File: config.mk
export PLATFORM = sky130hd
export DESIGN_NAME = pipeline_ctrl_flat
export DESIGN_NICKNAME = d
export VERILOG_FILES = /design/src/rtl/pipeline_ctrl_if.sv /design/src/rtl/pipeline_ctrl.sv /design/src/flat_wrapper.sv
export SDC_FILE = /design/constraint.sdc
export NUM_CORES = 1
export LEC_CHECK = 0
export BUFFER_PORTS_ARGS = -buffer_cell sky130_fd_sc_hd__buf_4
export CORE_MARGIN = 1
export CORE_UTILIZATION = 30
export DETAILED_ROUTE_END_ITERATION = 8
export SLEW_MARGIN = 5
export SYNTH_ARGS = -nofsm -noshare
export SYNTH_HDL_FRONTEND = slang
export SYNTH_SLANG_ARGS = --single-unit
File: constraint.sdc
create_clock -name i_clock -period 2.4 [get_ports i_clock]
set_clock_uncertainty 0.15 [all_clocks]
set_input_delay 0.12 -clock i_clock [delete_from_list [all_inputs] [get_ports i_clock]]
set_output_delay 0.12 -clock i_clock [all_outputs]
set_load 0.05 [all_outputs]
File: src/rtl/pipeline_ctrl_if.sv
// Sequencing-controller bus: global advance/mode qualifiers and decode-stage
// events in, per-latch strobes, debug counters and state out.
interface pipeline_ctrl_if #(
  parameter int unsigned N_STAGES = 5,
  parameter int unsigned NB_CNT   = 32,
  parameter int unsigned NB_STATE = 2
);
  logic                i_valid;
  logic                i_mode;
  logic                i_step;
  logic                i_hazard;
  logic                i_redirect;
  logic                i_halt_instr;
  logic [N_STAGES-1:0] o_stage_en;
  logic [N_STAGES-1:0] o_stage_flush;
  logic [NB_CNT-1:0]   o_n_clocks;
  logic [NB_CNT-1:0]   o_n_stalls;
  logic                o_halted;
  logic [NB_STATE-1:0] o_state;

  // Core/debug side driving the controller
  modport master (
    output i_valid, i_mode, i_step, i_hazard, i_redirect, i_halt_instr,
    input  o_stage_en, o_stage_flush, o_n_clocks, o_n_stalls, o_halted, o_state
  );

  // Controller side
  modport slave (
    input  i_valid, i_mode, i_step, i_hazard, i_redirect, i_halt_instr,
    output o_stage_en, o_stage_flush, o_n_clocks, o_n_stalls, o_halted, o_state
  );
endinterface

File: src/rtl/pipeline_ctrl.sv
// Pipeline sequencing controller: per-latch enable/flush generation for the
// N-stage core with run/single-step modes, load-use stalls, redirect flush,
// halt-and-drain, and saturating cycle/stall counters for debug.
module pipeline_ctrl #(
  parameter int unsigned N_STAGES = 5,
  parameter int unsigned NB_CNT   = 32,
  parameter int unsigned NB_STATE = 2
) (
  input logic             i_clock,
  input logic             i_reset,
  pipeline_ctrl_if.slave  bus
);

  localparam int unsigned NB_DCNT = (N_STAGES > 1) ? $clog2(N_STAGES) : 1;

  localparam logic [N_STAGES-1:0] EN_ALL    = '1;
  localparam logic [N_STAGES-1:0] EN_BUBBLE = {{(N_STAGES-2){1'b1}}, 2'b00};
  localparam logic [N_STAGES-1:0] FL_IFID   = N_STAGES'(2);
  localparam logic [N_STAGES-1:0] FL_IDEX   = N_STAGES'(4);

  typedef enum logic [1:0] {
    S_IDLE   = 2'd0,
    S_RUN    = 2'd1,
    S_STEP   = 2'd2,
    S_HALTED = 2'd3
  } state_t;

  state_t               state, state_n;
  logic                 drain, drain_n;
  logic [NB_DCNT-1:0]   dcnt, dcnt_n;
  logic [NB_CNT-1:0]    n_clocks, n_stalls;
  logic                 adv, stall;
  logic [N_STAGES-1:0]  en, flush;

  // Next-state, advance qualification and per-latch strobe decode
  always_comb begin
    state_n = state;
    drain_n = drain;
    dcnt_n  = dcnt;
    adv     = 1'b0;
    stall   = 1'b0;
    en      = '0;
    flush   = '0;

    case (state)
      S_IDLE:   if (bus.i_valid) state_n = bus.i_mode ? S_STEP : S_RUN;
      S_RUN:    if (bus.i_mode) state_n = S_STEP;
                else adv = bus.i_valid;
      S_STEP:   if (!bus.i_mode) state_n = S_RUN;
                else adv = bus.i_valid & bus.i_step;
      S_HALTED: ;
      default:  state_n = S_IDLE;
    endcase

    if (adv) begin
      if (drain) begin
        // Drain ignores decode events; the front latches stay frozen
        en     = EN_BUBBLE;
        flush  = FL_IDEX;
        dcnt_n = dcnt - NB_DCNT'(1);
        if (dcnt == NB_DCNT'(1)) state_n = S_HALTED;
      end else if (bus.i_halt_instr) begin
        en      = EN_BUBBLE;
        flush   = FL_IDEX;
        drain_n = 1'b1;
        dcnt_n  = NB_DCNT'(N_STAGES - 2);
      end else if (bus.i_hazard) begin
        // Redirect is dropped here: decode re-evaluates next cycle
        en    = EN_BUBBLE;
        flush = FL_IDEX;
        stall = 1'b1;
      end else if (bus.i_redirect) begin
        en    = EN_ALL;
        flush = FL_IFID;
      end else begin
        en = EN_ALL;
      end
    end

    if (i_reset) begin
      en    = '0;
      flush = '0;
    end
  end

  // State, drain tracking and saturating counters
  always_ff @(posedge i_clock) begin
    if (i_reset) begin
      state    <= S_IDLE;
      drain    <= 1'b0;
      dcnt     <= '0;
      n_clocks <= '0;
      n_stalls <= '0;
    end else begin
      state <= state_n;
      drain <= drain_n;
      dcnt  <= dcnt_n;
      if (adv && (n_clocks != '1)) n_clocks <= n_clocks + NB_CNT'(1);
      if (stall && (n_stalls != '1)) n_stalls <= n_stalls + NB_CNT'(1);
    end
  end

  assign bus.o_stage_en    = en;
  assign bus.o_stage_flush = flush;
  assign bus.o_n_clocks    = n_clocks;
  assign bus.o_n_stalls    = n_stalls;
  assign bus.o_halted      = (state == S_HALTED);
  assign bus.o_state       = NB_STATE'(state);

endmodule

File: src/flat_wrapper.sv
// flat-port wrapper written by rule: the top's interface ports become plain ports
module pipeline_ctrl_flat 
#(
  parameter int unsigned N_STAGES = 5,
  parameter int unsigned NB_CNT   = 32,
  parameter int unsigned NB_STATE = 2
)
  (i_clock, i_reset, bus_i_valid, bus_i_mode, bus_i_step, bus_i_hazard, bus_i_redirect, bus_i_halt_instr, bus_o_stage_en, bus_o_stage_flush, bus_o_n_clocks, bus_o_n_stalls, bus_o_halted, bus_o_state);
  pipeline_ctrl_if #(.N_STAGES(N_STAGES), .NB_CNT(NB_CNT), .NB_STATE(NB_STATE)) bus_i ();
  input logic i_clock;
  input logic i_reset;
  input wire logic [$bits(bus_i.i_valid)-1:0] bus_i_valid;
  input wire logic [$bits(bus_i.i_mode)-1:0] bus_i_mode;
  input wire logic [$bits(bus_i.i_step)-1:0] bus_i_step;
  input wire logic [$bits(bus_i.i_hazard)-1:0] bus_i_hazard;
  input wire logic [$bits(bus_i.i_redirect)-1:0] bus_i_redirect;
  input wire logic [$bits(bus_i.i_halt_instr)-1:0] bus_i_halt_instr;
  output wire logic [$bits(bus_i.o_stage_en)-1:0] bus_o_stage_en;
  output wire logic [$bits(bus_i.o_stage_flush)-1:0] bus_o_stage_flush;
  output wire logic [$bits(bus_i.o_n_clocks)-1:0] bus_o_n_clocks;
  output wire logic [$bits(bus_i.o_n_stalls)-1:0] bus_o_n_stalls;
  output wire logic [$bits(bus_i.o_halted)-1:0] bus_o_halted;
  output wire logic [$bits(bus_i.o_state)-1:0] bus_o_state;
  assign bus_i.i_valid = bus_i_valid;
  assign bus_i.i_mode = bus_i_mode;
  assign bus_i.i_step = bus_i_step;
  assign bus_i.i_hazard = bus_i_hazard;
  assign bus_i.i_redirect = bus_i_redirect;
  assign bus_i.i_halt_instr = bus_i_halt_instr;
  assign bus_o_stage_en = bus_i.o_stage_en;
  assign bus_o_stage_flush = bus_i.o_stage_flush;
  assign bus_o_n_clocks = bus_i.o_n_clocks;
  assign bus_o_n_stalls = bus_i.o_n_stalls;
  assign bus_o_halted = bus_i.o_halted;
  assign bus_o_state = bus_i.o_state;
  pipeline_ctrl #(.N_STAGES(N_STAGES), .NB_CNT(NB_CNT), .NB_STATE(NB_STATE)) u_core (.i_clock(i_clock), .i_reset(i_reset), .bus(bus_i));
endmodule
==> results.py, run 1 <==
metrics = {
    "grt": {
        "grtUsageTotal_pct": 14.9,
        "grt_pass1_vias": 3169,
        "grt_pass1_wl_mm": 15.2,
        "antenna_found_initial": 0,
        "grt.overflow.total": 0,
        "grt_max_degree": 54,
    },
    "layout": {
        "drive_above_1_share_pct": 29.0,
        "fin_cells": 664,
        "insertedDiodeCount": 0,
        "design_area_um2": 4840,
        "final_nets": 532,
        "layout-area-overhead-vs-synth_pct": 32.4,
        "final_cell_mix": "buf_4 (97), nor2_1 (67), dfxtp_1 (64), xor2_1 (35), nand2_1 (27)",
        "layout_commonest_cell": "buf_4",
        "final_util_pct": 41.5,
    },
    "synth": {
        "synth_area_leader_cell": "dfxtp_1",
        "ys_async_sr_fraction_pct": 0,
        "ys_top_cells_by_area": "dfxtp_1 (38%), xor2_1 (8.4%), nor2_1 (7.0%)",
        "synth_area_um2": 3660,
        "yosys_warnings": 0,
        "syn_avg_cell_area_um2": 8.63,
        "syn_inst": 424,
        "synth-seq-cells": 70,
        "synth_cell_types": 50,
        "yosysSeqAreaShare_pct": 38.3,
        "synth_top_area_share_pct": 38.3,
        "synth-edff-count": 0,
        "synth_flop_cell": "dfxtp_1",
    },
    "power": {
        "p_comb_share_pct": 4.6,
        "clock_power_share_pct": 52.3,
        "p_leak_nw": 1.94,
        "switching_share_pct": 21.1,
        "p_per_area_nw_per_um2": 561,
        "seqPwrFrac_pct": 43.2,
        "vdd_drop_max_v": 0.000347,
        "internal_power_mw": 2.14,
        "power.switching_mw": 0.573,
        "finalPower_mw": 2.72,
    },
    "floorplan": {
        "dieHeight_um": 112,
        "dieArea_um2": 12600,
        "placementRows": 39,
        "pin_count": 85,
        "start_util_pct": 31.4,
        "core_area_um2": 11700,
        "dieWidth_um": 112,
    },
    "placement": {
        "io_buffers": 81,
        "post-dp-hpwl_mm": 6.64,
        "placed_area_um2": 4480,
        "place_ws_ps": 9.70,
        "gp_congestion": 0.825,
        "post-place-cells": 647,
    },
    "sta": {
        "post-route-worst-setup-slack_ps": 105,
        "worstMarginPinSlew_ps": 598,
        "period_needed_ps": 2300,
        "slew_headroom_pct": 60.1,
        "fin_crit_sh_pct": 95.6,
        "finalSetupViolCount": 0,
        "whs_ps": 20.9,
        "finalMaxSlewViolations": 0,
        "fmax_mhz": 436,
        "rsz0062_at_grt": "true",
        "tns_ps": 0,
        "hold_viol": 0,
    },
    "setup_path": {
        "end_kind": "output pin",
        "critPathArrivalTime_ps": 2030,
        "slowest_delay_ps": 330,
        "crit_fanout": 6,
        "crit_top_cell": "buf_4",
        "crit_path_cell_trace": "inv_1 > ha_2 > nand3_2 > a21o_4 > buf_4 > nor2_4 > and2_2 > buf_4",
        "path_class": "reg -> out",
        "start_kind": "flop",
        "worstPathRequired_ps": 2130,
        "cp_slowest_cell": "dfxtp_2",
    },
    "routing": {
        "routed_via_density": 5.02,
        "drt_iter0_drc": 150,
        "drc": 0,
        "vias": 3331,
        "routed_wl_mm": 9.18,
        "antenna_left": 0,
        "dr.pass1.iters": 4,
        "wl_per_cell_um": 13.8,
    },
    "clock_tree": {
        "cts_max_path_buffers": 2,
        "cts_tree": "yes",
        "htreeDepth": 3,
        "path_clk_slew_ps": 50,
        "cts.sinks": 70,
        "cts_buffers": 9,
        "clk_latency_ps": 330,
        "postCtsSetupRepairBufs": 0,
        "root_buffer": "clkbuf_16",
    },
    "flow_run": {
        "drv_cap": 0,
    },
    "hold_path": {
        "hold_class": "in -> reg",
    },
    "run_status": {
        "outcome": "finished, final reports clean",
    },
}
==> cell usage after synthesis, types with 3 or more instances <==
master / n
a21oi_1: 19
and2_1: 6
and4_1: 10
dfxtp_1: 70
clkbuf_1: 9
inv_1: 10
xor2_1: 35
nor2b_1: 3
buf_4: 6
nand2_1: 27
and3_1: 12
ha_1: 8
nand3_1: 27
nor2_1: 68
nor4_1: 6
nor3_2: 7
or3_1: 8
xnor2_1: 17
and3_2: 3
nor3_1: 6
nand4_1: 20
o21ai_0: 10
==> sequential cells by signal, summed over array words and instances, names as in the netlist <==
signal	cells
u_core.bus.o_n_clocks	32
u_core.drain	1
u_core.bus.o_n_stalls	32
u_core.dcnt	3
u_core.bus.o_state	2
==> layer usage <==
metal  wire length, um  GRT usage (%)  vias up
li1                  -              -     1661
met1              4240           18.1     1574
met2              4390           25.4       82
met3               417           4.16       14
met4               137           4.98        0
met5                 0              0        -
==> kinds of logic after synthesis <==
kind of cell | after synthesis | synth area share, %
flops | 70 | 38.3
compound gates | 40 | 6.91
mux | 2 | 0.547
fa+ha+maj | 8 | 2.74
other cells | 1 | 0.103
xor+xnor | 52 | 12.4
buf+inv | 30 | 4.41
simple gates | 221 | 34.5
==> final cells by class <==
class	count	area, um^2
fillers	1130	6820
multi-input cells	326	2150
flip-flops and latches	70	1410
repair buffers	99	749
clock buffers	12	246
well taps	143	179
clock inverters	4	70.1
inverters	10	37.5
==> timing repair <==
item,in CTS,in global routing
hold endpoints to repair,1,0
gates cloned,0,0
resized for setup,1,7
setup endpoints to repair,3,13
hold buffers,1,0
==> worst paths after layout <==
path,start,end,slack (ps),depth (start not counted)
setup / recovery,u_core.bus.o_state[0]$_SDFF_PP0_,bus_o_stage_en[1],100,8
hold / removal,bus_i_mode,u_core.bus.o_state[0]$_SDFF_PP0_,20,3
setup reg to reg,u_core.bus.o_state[0]$_SDFF_PP0_,u_core.bus.o_n_clocks[30]$_SDFFE_PP0P_,150,9
hold reg to reg,u_core.bus.o_n_clocks[1]$_SDFFE_PP0P_,u_core.bus.o_n_clocks[1]$_SDFFE_PP0P_,350,2
==> power by group through the flow <==
| stage | Sequential (mW) | Clock [mW] | Combinational [mW] |
|---|---|---|---|
| 2_1_floorplan | 1.21 | 0 | 0.0805 |
| 3_3_place_gp | 1.20 | 0 | 0.119 |
| 3_5_place_dp | 1.20 | 0 | 0.122 |
| 4_1_cts | 1.17 | 1.46 | 0.123 |
| 5_1_grt | 1.17 | 1.50 | 0.135 |
| 6_report | 1.17 | 1.42 | 0.125 |
==> critical path: cells and delay by family, from the launching register on <==
kind,cells,cell delay (ps)
flip-flops,1,330
adder cells (fa/ha/maj),1,230
buffers and inverters,3,470
AO/OA/AOI/OAI,1,280
AND/OR/NAND/NOR,3,390
Note: power is estimated with default switching activity, not from simulation.
==> inputs of run 2 (changes only) <==
- CORE_MARGIN: 1 -> 3
==> results.py, run 2 (synthesized netlist as in run 1, its figures left out) <==
metrics = {
    "layout": {
        "layout_commonest_cell": "buf_4",
        "final_cell_mix": "buf_4 (97), nor2_1 (67), dfxtp_1 (64), xor2_1 (35), nand2_1 (27)",
        "layout-area-overhead-vs-synth_pct": 32.7,
        "fin_cells": 665,
        "drive_above_1_share_pct": 28.9,
        "final_nets": 533,
        "final_util_pct": 41.6,
        "design_area_um2": 4850,
        "insertedDiodeCount": 0,
        "n_fill_cell": 1155,
    },
    "setup_path": {
        "start_kind": "flop",
        "critPathArrivalTime_ps": 2040,
        "crit_fanout": 6,
        "worstPathRequired_ps": 2130,
        "path_class": "reg -> out",
        "end_kind": "output pin",
    },
    "floorplan": {
        "dieWidth_um": 116,
        "dieHeight_um": 116,
        "placementRows": 39,
        "pin_count": 85,
        "start_util_pct": 31.4,
        "core_area_um2": 11700,
        "dieArea_um2": 13600,
    },
    "sta": {
        "rsz0062_at_grt": "true",
        "finalMaxSlewViolations": 0,
        "period_needed_ps": 2310,
        "slew_headroom_pct": 64.7,
        "worstMarginPinSlew_ps": 530,
        "fin_crit_sh_pct": 96.1,
        "hold_viol": 0,
        "fmax_mhz": 434,
        "finalSetupViolCount": 0,
    },
    "flow_run": {
        "drv_cap": 0,
    },
    "grt": {
        "grt_pass1_wl_mm": 14.6,
        "grtUsageTotal_pct": 13.7,
        "antenna_found_initial": 0,
        "grt_pass1_vias": 3071,
        "grt_busiest_layer": "met2",
        "met1_usage_pct": 17.0,
        "grtUsageMet3_pct": 3.32,
        "grt_max_degree": 50,
        "grt.overflow.total": 0,
        "grt_use_met2_pct": 22.3,
    },
    "routing": {
        "wl_per_cell_um": 13.8,
        "routed_wl_mm": 9.15,
        "dr.pass1.iters": 4,
        "drc": 0,
        "vias": 3269,
        "routed_via_density": 4.92,
        "antenna_left": 0,
        "drt_iter0_drc": 153,
    },
    "power": {
        "p_per_area_nw_per_um2": 562,
        "switching_share_pct": 21.4,
        "seqPwrFrac_pct": 43.0,
        "internal_power_mw": 2.14,
        "power.switching_mw": 0.585,
        "clock_power_share_pct": 52.5,
        "vdd_drop_max_v": 0.000341,
        "p_comb_share_pct": 4.6,
        "p_leak_nw": 1.93,
    },
    "run_status": {
        "outcome": "finished, final reports clean",
    },
    "clock_tree": {
        "cts_tree": "yes",
        "cts_buffers": 9,
        "cts_max_path_buffers": 2,
        "postCtsSetupRepairBufs": 0,
        "root_buffer": "clkbuf_16",
        "path_clk_slew_ps": 50,
        "clk_latency_ps": 340,
        "htreeDepth": 3,
        "cts.sinks": 70,
    },
    "hold_path": {
        "hold_class": "in -> reg",
    },
    "placement": {
        "io_buffers": 81,
        "placed_area_um2": 4480,
        "gp_congestion": 0.798,
        "post-dp-hpwl_mm": 6.65,
        "post-place-cells": 647,
    },
}
==> run 2: path summary, 6_finish.rpt <==
path / end / slack [ps] / startpoint / depth (start not counted)
worst min-delay path: u_core.bus.o_n_clocks[30]$_SDFFE_PP0P_ / 80 / i_reset / 2
worst max-delay path: bus_o_stage_flush[1] / 90 / u_core.bus.o_state[0]$_SDFF_PP0_ / 8
worst min register to register: u_core.bus.o_n_clocks[1]$_SDFFE_PP0P_ / 340 / u_core.bus.o_n_clocks[1]$_SDFFE_PP0P_ / 2
worst max register to register: u_core.bus.o_n_clocks[21]$_SDFFE_PP0P_ / 130 / u_core.bus.o_state[0]$_SDFF_PP0_ / 8
==> run 2: through the flow <==
stage | hold slack, ps | setup TNS, ps | worst slack (ps) | total power, mW
2_1_floorplan | 111 | -94.8 | -94.8 | 1.29
3_3_place_gp | 237 | 0 | 134 | 1.32
3_5_place_dp | 241 | 0 | 36.2 | 1.32
4_1_cts | 96.5 | 0 | 20.0 | 2.76
5_1_grt | 125 | -49.3 | -17.8 | 2.82
6_report | 84.9 | 0 | 93.7 | 2.73
==> run 2: metal layers <==
metal / share of wire, % / vias up
met5: 0 / -
met4: 2.0 / 0
met3: 4.3 / 13
met2: 47 / 72
met1: 46 / 1519
li1: - / 1665
==> run 2: final cells by class <==
| class | count | area (um^2) | area share [%] |
|---|---|---|---|
| Clock inverter | 4 | 70.1 | 1.44 |
| Sequential cell | 70 | 1410 | 29.0 |
| Inverter | 10 | 37.5 | 0.773 |
| Multi-Input combinational cell | 326 | 2150 | 44.3 |
| Clock buffer | 12 | 246 | 5.08 |
| Tap cell | 143 | 179 | 3.69 |
| Timing Repair Buffer | 100 | 759 | 15.6 |
==> run 2: power groups by stage <==
stage	sequential [mW]	combinational, mW	clock [mW]
2_1_floorplan	1.21	0.0805	0
3_3_place_gp	1.20	0.119	0
3_5_place_dp	1.20	0.120	0
4_1_cts	1.17	0.123	1.47
5_1_grt	1.17	0.137	1.51
6_report	1.17	0.125	1.43
==> run 2: repair_timing <==
item | in CTS | in global routing
setup endpoints to repair | 3 | 17
resized for setup | 1 | 7
endpoints found under the hold margin | 2 | 0
hold buffers | 2 | 0
==> run 2: critical path: stages, from the launching register on <==
cell and delay [ps]:
dfxtp_2 350, inv_1 100, ha_1 290, nand2_1 90, a21o_4 250, buf_4 160
nor2_4 110, and3_1 190, buf_6 160
